`config.mk`:
```
export PLATFORM = sky130hd
export DESIGN_NAME = serial_add_ctrl
export DESIGN_NICKNAME = d
export VERILOG_FILES = /design/src/rtl/serial_add_pkg.sv /design/src/rtl/four_bit_full_adder.sv /design/src/rtl/serial_add_ctrl.sv
export SDC_FILE = /design/constraint.sdc
export NUM_CORES = 1
export LEC_CHECK = 0
export CORE_MARGIN = 4
export CORE_UTILIZATION = 46
export CTS_CLUSTER_SIZE = 25
export DETAILED_ROUTE_END_ITERATION = 12
export GPL_ROUTABILITY_DRIVEN = 0
export PLACE_DENSITY = 0.87
export SYNTH_ARGS = -nofsm -noshare
export SYNTH_HDL_FRONTEND = slang
export SYNTH_HIERARCHICAL = 1
export SYNTH_SLANG_ARGS = --single-unit
```
`constraint.sdc`:
```
create_clock -name clk -period 2.7 [get_ports clk]
set_input_delay 0.54 -clock clk [delete_from_list [all_inputs] [get_ports clk]]
set_output_delay 0.54 -clock clk [all_outputs]
set_load 0.02 [all_outputs]
```
`src/rtl/serial_add_pkg.sv`:
```
// Shared types and constants for the nibble-serial add/subtract controller.
package serial_add_pkg;

    localparam int unsigned NIBBLE_W = 4;

    typedef enum logic [1:0] {
        IDLE = 2'd0,
        RUN  = 2'd1,
        DONE = 2'd2
    } state_e;

endpackage

```
`src/rtl/four_bit_full_adder.sv`:
```
// Team 4-bit ripple adder slice with carry-out and signed-overflow flags.
module four_bit_full_adder (
    input  logic [3:0] A,
    input  logic [3:0] B,
    input  logic       Cin,
    output logic [3:0] Sum,
    output logic       Cout,
    output logic       Overflow
);

    logic [4:0] full;
    logic [3:0] low;

    always_comb begin
        full     = 5'(A) + 5'(B) + 5'(Cin);
        // low[3] is the carry into bit 3
        low      = 4'(A[2:0]) + 4'(B[2:0]) + 4'(Cin);
        Sum      = full[3:0];
        Cout     = full[4];
        Overflow = low[3] ^ full[4];
    end

endmodule

```
`src/rtl/serial_add_ctrl.sv`:
```
// Nibble-serial W-bit adder: one nibble per clock through a shared 4-bit adder.
// Define ADD_SUB_EN to honour in_sub (A-B); otherwise addition only.
module serial_add_ctrl
    import serial_add_pkg::*;
#(
    parameter  int unsigned NIBBLES = 4,
    localparam int unsigned W       = 4 * NIBBLES
) (
    input  logic         clk,
    input  logic         rst,
    input  logic         in_valid,
    output logic         in_ready,
    input  logic [W-1:0] in_a,
    input  logic [W-1:0] in_b,
    input  logic         in_cin,
    input  logic         in_sub,
    output logic         out_valid,
    input  logic         out_ready,
    output logic [W-1:0] out_sum,
    output logic         out_cout,
    output logic         out_ovf,
    output logic         busy
);

    localparam int unsigned IDX_W = (NIBBLES > 1) ? $clog2(NIBBLES) : 1;

    state_e             state_q, state_d;
    logic [W-1:0]       a_q, a_d, b_q, b_d, out_sum_q, out_sum_d;
    logic [IDX_W-1:0]   idx_q, idx_d;
    logic               sub_q, sub_d, carry_q, carry_d;
    logic               out_cout_q, out_cout_d, out_ovf_q, out_ovf_d;

    logic               sub_eff;
    logic               last_nib;
    logic [NIBBLE_W-1:0] nib_a, nib_b, fa_sum;
    logic               fa_cout, fa_ovf;

`ifdef ADD_SUB_EN
    assign sub_eff = in_sub;
`else
    logic unused_sub;
    assign sub_eff    = 1'b0;
    assign unused_sub = in_sub;
`endif

    assign last_nib = (idx_q == IDX_W'(NIBBLES - 1));
    assign nib_a    = a_q[idx_q*NIBBLE_W +: NIBBLE_W];
    assign nib_b    = b_q[idx_q*NIBBLE_W +: NIBBLE_W] ^ {NIBBLE_W{sub_q}};

    four_bit_full_adder u_fa (
        .A        (nib_a),
        .B        (nib_b),
        .Cin      (carry_q),
        .Sum      (fa_sum),
        .Cout     (fa_cout),
        .Overflow (fa_ovf)
    );

    // State register
    always_ff @(posedge clk or posedge rst) begin
        if (rst) state_q <= IDLE;
        else     state_q <= state_d;
    end

    // Next-state logic
    always_comb begin
        state_d = state_q;
        case (state_q)
            IDLE:    if (in_valid)  state_d = RUN;
            RUN:     if (last_nib)  state_d = DONE;
            DONE:    if (out_ready) state_d = IDLE;
            default:                state_d = IDLE;
        endcase
    end

    // Operand capture and per-nibble datapath update
    always_comb begin
        a_d        = a_q;
        b_d        = b_q;
        sub_d      = sub_q;
        carry_d    = carry_q;
        idx_d      = idx_q;
        out_sum_d  = out_sum_q;
        out_cout_d = out_cout_q;
        out_ovf_d  = out_ovf_q;
        case (state_q)
            IDLE: begin
                if (in_valid) begin
                    a_d     = in_a;
                    b_d     = in_b;
                    sub_d   = sub_eff;
                    carry_d = sub_eff ? 1'b1 : in_cin;
                    idx_d   = '0;
                end
            end
            RUN: begin
                out_sum_d[idx_q*NIBBLE_W +: NIBBLE_W] = fa_sum;
                carry_d = fa_cout;
                idx_d   = idx_q + IDX_W'(1);
                if (last_nib) begin
                    out_cout_d = fa_cout;
                    out_ovf_d  = fa_ovf;
                    idx_d      = '0;
                end
            end
            default: ;
        endcase
    end

    always_ff @(posedge clk or posedge rst) begin
        if (rst) begin
            a_q        <= '0;
            b_q        <= '0;
            sub_q      <= 1'b0;
            carry_q    <= 1'b0;
            idx_q      <= '0;
            out_sum_q  <= '0;
            out_cout_q <= 1'b0;
            out_ovf_q  <= 1'b0;
        end else begin
            a_q        <= a_d;
            b_q        <= b_d;
            sub_q      <= sub_d;
            carry_q    <= carry_d;
            idx_q      <= idx_d;
            out_sum_q  <= out_sum_d;
            out_cout_q <= out_cout_d;
            out_ovf_q  <= out_ovf_d;
        end
    end

    assign in_ready  = (state_q == IDLE);
    assign busy      = (state_q != IDLE);
    assign out_valid = (state_q == DONE);
    assign out_sum   = out_sum_q;
    assign out_cout  = out_cout_q;
    assign out_ovf   = out_ovf_q;

endmodule

```
==> metrics.txt, run 1 <==
# TYPE chip_impl_metric gauge
chip_impl_info{name="outcome",value="complete, no violations"} 1
chip_impl_metric{name="num_vias",unit=""} 1835
chip_impl_metric{name="floorplan.initialDensity",unit=""} 0.485
chip_impl_metric{name="detail_route.wirelength",unit="um"} 5440
chip_impl_metric{name="worstMarginPinSlew",unit="ns"} 0.578
chip_impl_metric{name="cts_hold_buf",unit=""} 0
chip_impl_metric{name="first_global_vias",unit=""} 1979
chip_impl_metric{name="synth-async-reset-ratio",unit=""} 1.00
chip_impl_metric{name="critical_path_required",unit="ns"} 2.91
chip_impl_metric{name="detailedPlace.worstSlack",unit="ns"} 0.0622
chip_impl_metric{name="switching_share",unit=""} 0.399
chip_impl_metric{name="nNetsFinal",unit=""} 317
chip_impl_metric{name="ios",unit=""} 59
chip_impl_metric{name="grt_util_all_layers",unit=""} 0.165
chip_impl_metric{name="timing.final.setup_violations",unit=""} 0
chip_impl_metric{name="grt_antenna_before_repair",unit=""} 0
chip_impl_metric{name="std_cell_rows",unit=""} 27
chip_impl_metric{name="antenna_cells_inserted",unit=""} 0
chip_impl_metric{name="share_seq_of_total_power",unit=""} 0.281
chip_impl_metric{name="cts_made_buffers",unit=""} 5
chip_impl_metric{name="number_of_buffers_between_clock_root_and_the_deepest_sink",unit=""} 2
chip_impl_metric{name="synth_warnings",unit=""} 6
chip_impl_metric{name="ff2ff_setup_slack",unit="ns"} 0.12
chip_impl_metric{name="max_freq",unit="MHz"} 388
chip_impl_info{name="critical_path.reg2reg.endpoint",value="out_sum[3]"} 1
chip_impl_metric{name="first_iter_violations",unit=""} 114
chip_impl_metric{name="final_period_minus_worst_setup_slack",unit="ns"} 2.58
chip_impl_info{name="worst_setup_path_start_kind",value="flop"} 1
chip_impl_metric{name="synth-edff-count",unit=""} 0
chip_impl_metric{name="yosys_register_bits",unit=""} 55
chip_impl_metric{name="grt_start_max_net_pins",unit=""} 30
chip_impl_metric{name="yosysUniqueCellTypes",unit=""} 41
chip_impl_metric{name="first_pass_grt_wire_length",unit="um"} 9430
chip_impl_info{name="layout_commonest_cell",value="sky130_fd_sc_hd__clkdlybuf4s50_1"} 1
chip_impl_metric{name="post_synth_instance_area",unit="mm2"} 0.00272
chip_impl_metric{name="timing.clock.skew",unit="ns"} 0.0138
chip_impl_metric{name="drive_above_1_share",unit=""} 0.263
chip_impl_metric{name="post-route-drc-count",unit=""} 0
chip_impl_info{name="path_class",value="reg -> reg"} 1
chip_impl_info{name="cts_tree",value="yes"} 1
chip_impl_metric{name="ir_worst_vdd",unit="uV"} 701
chip_impl_metric{name="synth_seq_area_share",unit=""} 0.506
chip_impl_metric{name="critical_path_arrival",unit="ns"} 2.78
chip_impl_info{name="worst_min_delay_path_category",value="reg -> reg"} 1
chip_impl_metric{name="synthCells",unit=""} 199
chip_impl_metric{name="net-switching-power",unit="W"} 0.00200
chip_impl_metric{name="power.combinational.fraction",unit=""} 0.620
chip_impl_info{name="layout.cells.most_common_list",value="sky130_fd_sc_hd__clkdlybuf4s50_1, sky130_fd_sc_hd__dfrtp_1, sky130_fd_sc_hd__mux2_2, sky130_fd_sc_hd__inv_1, sky130_fd_sc_hd__buf_4"} 1
chip_impl_metric{name="power.static_leakage",unit="nW"} 1.49
chip_impl_metric{name="net_count_after_synthesis",unit=""} 247
chip_impl_info{name="end_kind",value="flop"} 1
chip_impl_metric{name="power-per-cell-area",unit="mW/mm2"} 1420
chip_impl_metric{name="clkLatencyLatePin",unit="ns"} 0.31
chip_impl_metric{name="wl_per_cell",unit="um"} 15.9
chip_impl_metric{name="worst-path-max-fanout",unit=""} 5
chip_impl_metric{name="timing.final.ws_setup",unit="ns"} 0.124
chip_impl_info{name="synthFlopType",value="sky130_fd_sc_hd__dfrtp_1"} 1
chip_impl_metric{name="clock_power_share",unit=""} 0.098
chip_impl_metric{name="floorplan.core_area",unit="mm2"} 0.00561
chip_impl_metric{name="post-route-period-util",unit=""} 0.954
chip_impl_metric{name="design.die.area",unit="mm2"} 0.00721
chip_impl_metric{name="viasPerCell",unit=""} 5.37
chip_impl_metric{name="power",unit="W"} 0.00502
chip_impl_metric{name="cts.sinks",unit=""} 55
chip_impl_metric{name="timing_hold_violations_final",unit=""} 0
chip_impl_metric{name="timing.max_slew.rel_slack",unit=""} 0.614
chip_impl_info{name="critPathCapture",value="out_sum[3]"} 1
chip_impl_info{name="cts_root_buffer",value="sky130_fd_sc_hd__clkbuf_8"} 1
chip_impl_metric{name="port_buffers",unit=""} 57
chip_impl_metric{name="post_synth.cell_area_avg",unit="um2"} 13.7
chip_impl_metric{name="timing.max_cap.violations",unit=""} 0
chip_impl_metric{name="cts-htree-levels",unit=""} 2
chip_impl_metric{name="clkSlewWorstSetupHoldPaths",unit="ns"} 0.10
chip_impl_metric{name="ant_nets",unit=""} 0
chip_impl_metric{name="global_route_congestion_overflow_total",unit=""} 0
chip_impl_metric{name="dr.pass1.iters",unit=""} 4
chip_impl_info{name="rr_startpoint",value="idx_q[0]"} 1
chip_impl_metric{name="layout-area-overhead-vs-synth",unit="%"} 30.2
chip_impl_metric{name="die_height",unit="um"} 84.9
chip_impl_metric{name="die-width",unit="um"} 84.9
chip_impl_metric{name="slew_viol_final",unit=""} 0
chip_impl_metric{name="cell_internal_pwr",unit="W"} 0.00302
chip_impl_info{name="cp-startpoint",value="idx_q[0]"} 1
chip_impl_metric{name="detailed_place_hpwl",unit="um"} 4210
chip_impl_metric{name="worstRegToRegCells",unit=""} 9
[worst max-delay path, stage by stage, from the launching register on]
cell                      delay, ns
sky130_fd_sc_hd__dfrtp_2       0.44
sky130_fd_sc_hd__buf_4         0.17
sky130_fd_sc_hd__mux4_2        0.51
sky130_fd_sc_hd__ha_1          0.36
sky130_fd_sc_hd__nand2_1       0.08
sky130_fd_sc_hd__o21ai_1       0.26
sky130_fd_sc_hd__xor2_1        0.18
sky130_fd_sc_hd__buf_4         0.16
sky130_fd_sc_hd__nand2_1       0.05
sky130_fd_sc_hd__o32ai_1       0.25
[per-layer routing]
layer,wire length (um),vias up,track usage
met2,2730,60,0.280
li1,-,858,-
met1,2320,911,0.207
met3,321,6,0.0466
met4,65,0,0.0432
met5,0,-,0
[logic make-up after synthesis]
group / Yosys count / share of synthesized area
flip-flops: 55 / 0.506
multiplexers: 42 / 0.208
AND/OR/NAND/NOR: 34 / 0.0929
buffers and inverters: 30 / 0.0552
AO/OA/AOI/OAI: 25 / 0.0768
adder cells (fa/ha/maj): 10 / 0.0515
XOR/XNOR: 3 / 0.00966
[cells in the mapped netlist (2+ instances only)]
master | count | share of area
sky130_fd_sc_hd__dfrtp_1 | 55 | 0.51
sky130_fd_sc_hd__mux2_2 | 33 | 0.14
sky130_fd_sc_hd__inv_1 | 22 | 0.030
sky130_fd_sc_hd__nand2_1 | 9 | 0.012
sky130_fd_sc_hd__ha_1 | 8 | 0.037
sky130_fd_sc_hd__o32ai_1 | 8 | 0.026
sky130_fd_sc_hd__mux4_2 | 7 | 0.058
sky130_fd_sc_hd__nand4bb_1 | 5 | 0.021
sky130_fd_sc_hd__a32o_1 | 4 | 0.015
sky130_fd_sc_hd__nand2b_1 | 4 | 0.0092
sky130_fd_sc_hd__o2bb2ai_1 | 4 | 0.013
sky130_fd_sc_hd__buf_6 | 3 | 0.012
sky130_fd_sc_hd__and3b_1 | 2 | 0.0064
sky130_fd_sc_hd__clkbuf_1 | 2 | 0.0028
sky130_fd_sc_hd__fa_1 | 2 | 0.015
sky130_fd_sc_hd__nand3b_1 | 2 | 0.0055
sky130_fd_sc_hd__nor2_1 | 2 | 0.0028
sky130_fd_sc_hd__nor2b_1 | 2 | 0.0046
sky130_fd_sc_hd__o21bai_1 | 2 | 0.0055
sky130_fd_sc_hd__xor2_1 | 2 | 0.0064
[stage by stage]
| stage | utilization | cell area, um2 | std cells | setup TNS, ns | hold slack, ns |
|---|---|---|---|---|---|
| 4_1_cts | 0.628 | 3520 | 340 | 0 | 0.493 |
| 2_1_floorplan | - | 2720 | 199 | 0 | 0.449 |
| 5_1_grt | 0.632 | 3540 | 342 | -0.00519 | 0.522 |
| 6_report | 0.632 | 3540 | 342 | 0 | 0.484 |
| 3_5_place_dp | 0.609 | 3420 | 332 | 0 | 0.470 |
| 3_3_place_gp | 0.609 | 3420 | 332 | 0 | 0.463 |
[repair_timing]
action                                  CTS  global route
endpoints found under the setup margin    0             6
resized for setup                         0             3
setup buffers                             0             2
[area by class of cell]
cell class | instances | area, um2
fillers | 438 | 2070
flip-flops and latches | 55 | 1380
multi-input cells | 114 | 1200
repair buffers | 71 | 688
clock buffers | 7 | 96.3
well taps | 72 | 90.1
inverters | 22 | 82.6
clock inverters | 1 | 7.51
[state kept, by name (all words and copies together) (netlist names)]
signal    flops
a_q          16
b_q          16
carry_q       1
idx_q         2
out_cout      1
out_ovf       1
out_sum      16
state_q       2
[how the worst min path moves through the flow]
stage / to / slack, ns / cells after the start / startpoint
floorplan: a_q[5] / 0.45 / 1 / a_q[5]
global placement: a_q[5] / 0.46 / 1 / a_q[5]
detailed placement: a_q[5] / 0.47 / 1 / a_q[5]
CTS: a_q[5] / 0.49 / 1 / a_q[5]
global route: a_q[5] / 0.52 / 1 / a_q[5]
finish: a_q[5] / 0.48 / 1 / a_q[5]
[power groups by stage]
| stage | registers (W) | clock network (W) | logic, W |
|---|---|---|---|
| 5_1_grt | 0.00147 | 0.000546 | 0.00342 |
| 2_1_floorplan | 0.00148 | 0 | 0.00186 |
| 3_5_place_dp | 0.00144 | 0 | 0.00298 |
| 3_3_place_gp | 0.00141 | 0 | 0.00289 |
| 4_1_cts | 0.00142 | 0.000512 | 0.00299 |
| 6_report | 0.00141 | 0.000494 | 0.00311 |
No activity file was read; power rests on OpenSTA's default activity.
==> run 2: changes to the inputs <==
--- a/config.mk
+++ b/config.mk
@@ -12,6 +12,8 @@
 export GPL_ROUTABILITY_DRIVEN = 0
 export PLACE_DENSITY = 0.87
+export SKIP_CTS_REPAIR_TIMING = 1
 export SYNTH_ARGS = -nofsm -noshare
 export SYNTH_HDL_FRONTEND = slang
 export SYNTH_HIERARCHICAL = 1
 export SYNTH_SLANG_ARGS = --single-unit
+export TNS_END_PERCENT = 1
==> constraint.sdc (replaced) <==
create_clock -name clk -period 2.7 [get_ports clk]
set_input_delay 0.54 -clock clk [delete_from_list [all_inputs] [get_ports clk]]
set_output_delay 0.54 -clock clk [all_outputs]
set_load 0.05 [all_outputs]
==> metrics.txt, run 2 (synthesized netlist as in run 1, its figures left out) <==
# TYPE chip_impl_metric gauge
chip_impl_metric{name="dr.pass1.iters",unit=""} 4
chip_impl_metric{name="detail_route.wirelength",unit="um"} 5330
chip_impl_metric{name="timing.clock.skew",unit="ns"} 0.00342
chip_impl_info{name="top_usage_layer",value="met2"} 1
chip_impl_metric{name="design.die.area",unit="mm2"} 0.00721
chip_impl_metric{name="floorplan.initialDensity",unit=""} 0.485
chip_impl_metric{name="cts-htree-levels",unit=""} 2
chip_impl_metric{name="die-width",unit="um"} 84.9
chip_impl_metric{name="ff2ff_setup_slack",unit="ns"} 0.13
chip_impl_info{name="worst_path_max_delay_cell",value="sky130_fd_sc_hd__dfrtp_2"} 1
chip_impl_metric{name="nNetsFinal",unit=""} 316
chip_impl_info{name="path_class",value="reg -> reg"} 1
chip_impl_metric{name="first_global_vias",unit=""} 1938
chip_impl_metric{name="cts_made_buffers",unit=""} 5
chip_impl_info{name="outcome",value="complete, no violations"} 1
chip_impl_metric{name="clkLatencyLatePin",unit="ns"} 0.30
chip_impl_info{name="cts_root_buffer",value="sky130_fd_sc_hd__clkbuf_8"} 1
chip_impl_metric{name="met3_usage",unit=""} 0.0388
chip_impl_metric{name="ios",unit=""} 59
chip_impl_metric{name="die_height",unit="um"} 84.9
chip_impl_metric{name="layout-area-overhead-vs-synth",unit="%"} 28.2
chip_impl_metric{name="final_period_minus_worst_setup_slack",unit="ns"} 2.57
chip_impl_metric{name="critical_path_arrival",unit="ns"} 2.76
chip_impl_metric{name="timing.max_cap.violations",unit=""} 0
chip_impl_metric{name="clkSlewWorstSetupHoldPaths",unit="ns"} 0.09
chip_impl_metric{name="max_freq",unit="MHz"} 389
chip_impl_metric{name="viasPerCell",unit=""} 5.37
chip_impl_metric{name="first_pass_grt_wire_length",unit="um"} 9010
chip_impl_metric{name="critical_path_required",unit="ns"} 2.89
chip_impl_metric{name="number_of_buffers_between_clock_root_and_the_deepest_sink",unit=""} 2
chip_impl_metric{name="ant_nets",unit=""} 0
chip_impl_metric{name="wl_per_cell",unit="um"} 15.7
chip_impl_metric{name="num_vias",unit=""} 1821
chip_impl_metric{name="timing.max_slew.rel_slack",unit=""} 0.549
chip_impl_metric{name="drive_above_1_share",unit=""} 0.247
chip_impl_metric{name="detailed_place_hpwl",unit="um"} 4050
chip_impl_metric{name="post-route-drc-count",unit=""} 0
chip_impl_info{name="end_kind",value="flop"} 1
chip_impl_metric{name="global_route_congestion_overflow_total",unit=""} 0
chip_impl_metric{name="timing.final.setup_violations",unit=""} 0
chip_impl_metric{name="std_cell_rows",unit=""} 27
chip_impl_metric{name="cts.sinks",unit=""} 55
chip_impl_info{name="worst_min_delay_path_category",value="reg -> reg"} 1
chip_impl_info{name="layout_commonest_cell",value="sky130_fd_sc_hd__clkdlybuf4s50_1"} 1
chip_impl_metric{name="grt_antenna_before_repair",unit=""} 0
chip_impl_metric{name="totalNegativeSetupSlack",unit="ns"} 0
chip_impl_metric{name="first_iter_violations",unit=""} 79
chip_impl_metric{name="floorplan.core_area",unit="mm2"} 0.00561
chip_impl_metric{name="antenna_cells_inserted",unit=""} 0
chip_impl_metric{name="timing_hold_violations_final",unit=""} 0
chip_impl_info{name="worst_setup_path_start_kind",value="flop"} 1
chip_impl_info{name="timing.critical_path.cells",value="mux4_2, inv_1, fa_1, fa_2, nand2b_1, a21oi_2, buf_4, xor2_1, mux2_2"} 1
chip_impl_info{name="layout.cells.most_common_list",value="sky130_fd_sc_hd__clkdlybuf4s50_1, sky130_fd_sc_hd__dfrtp_1, sky130_fd_sc_hd__mux2_2, sky130_fd_sc_hd__inv_1, sky130_fd_sc_hd__buf_4"} 1
chip_impl_metric{name="worstMarginPinSlew",unit="ns"} 0.676
chip_impl_metric{name="groute.layer.met1.usage",unit=""} 0.194
chip_impl_metric{name="grt_util_all_layers",unit=""} 0.157
chip_impl_info{name="cts_tree",value="yes"} 1
chip_impl_metric{name="worst-path-max-fanout",unit=""} 5
chip_impl_metric{name="utilization",unit=""} 0.622
chip_impl_info{name="setup_repair_after_global_routing_missed_its_margin",value="false"} 1
chip_impl_metric{name="post-route-period-util",unit=""} 0.952
chip_impl_metric{name="port_buffers",unit=""} 57
chip_impl_metric{name="slew_viol_final",unit=""} 0
chip_impl_metric{name="grt_start_max_net_pins",unit=""} 56
chip_impl_metric{name="cpPeakStageDelay",unit="ns"} 0.46
chip_impl_metric{name="grt.met2_usage",unit=""} 0.270
-- run 2: per-stage QoR --
step           worst slack (ns)  cells  hold slack [ns]  area (um2)
4_1_cts                  0.0628    338            0.491        3480
3_5_place_dp              0.101    332            0.471        3400
6_report                  0.130    339            0.485        3490
2_1_floorplan            0.0840    199            0.449        2720
3_3_place_gp              0.127    332            0.463        3400
5_1_grt                  0.0107    339            0.510        3490
-- run 2: worst paths after layout --
path,from,to,depth (start not counted)
min,a_q[5],a_q[5],1
max reg2reg,idx_q[0],out_ovf,9
min in group asynchronous,rst,a_q[12],3
max,idx_q[0],out_ovf,9
min reg2reg,a_q[5],a_q[5],1
max in group asynchronous,rst,idx_q[0],3
-- run 2: cell type report --
type                    instances  area [um2]
well taps                      72        90.1
multi-input cells             114        1200
fillers                       445        2120
inverters                      22        82.6
repair buffers                 70         668
clock buffers                   6        72.6
flip-flops and latches         55        1380
-- run 2: critical path: cells and delay by family, from the launching register on --
family                     cells  cell delay [ns]
DFF                            1             0.46
AOI/OAI and AO/OA              1             0.17
buffers and inverters          2             0.20
adders and majority gates      2             0.82
and+or+nand+nor                1             0.16
xor gates and xnor gates       1             0.05
muxes                          2             0.60
-- run 2: per-layer routing --
metal	wire length [um]	share of wire
met4	55	0.010
met1	2310	0.43
met3	280	0.053
met2	2690	0.50
met5	0	0
Power of run 2 is left out: the tool's default activity adds up to more than one toggle a clock period on the data nets, which glitch-free logic cannot reach.
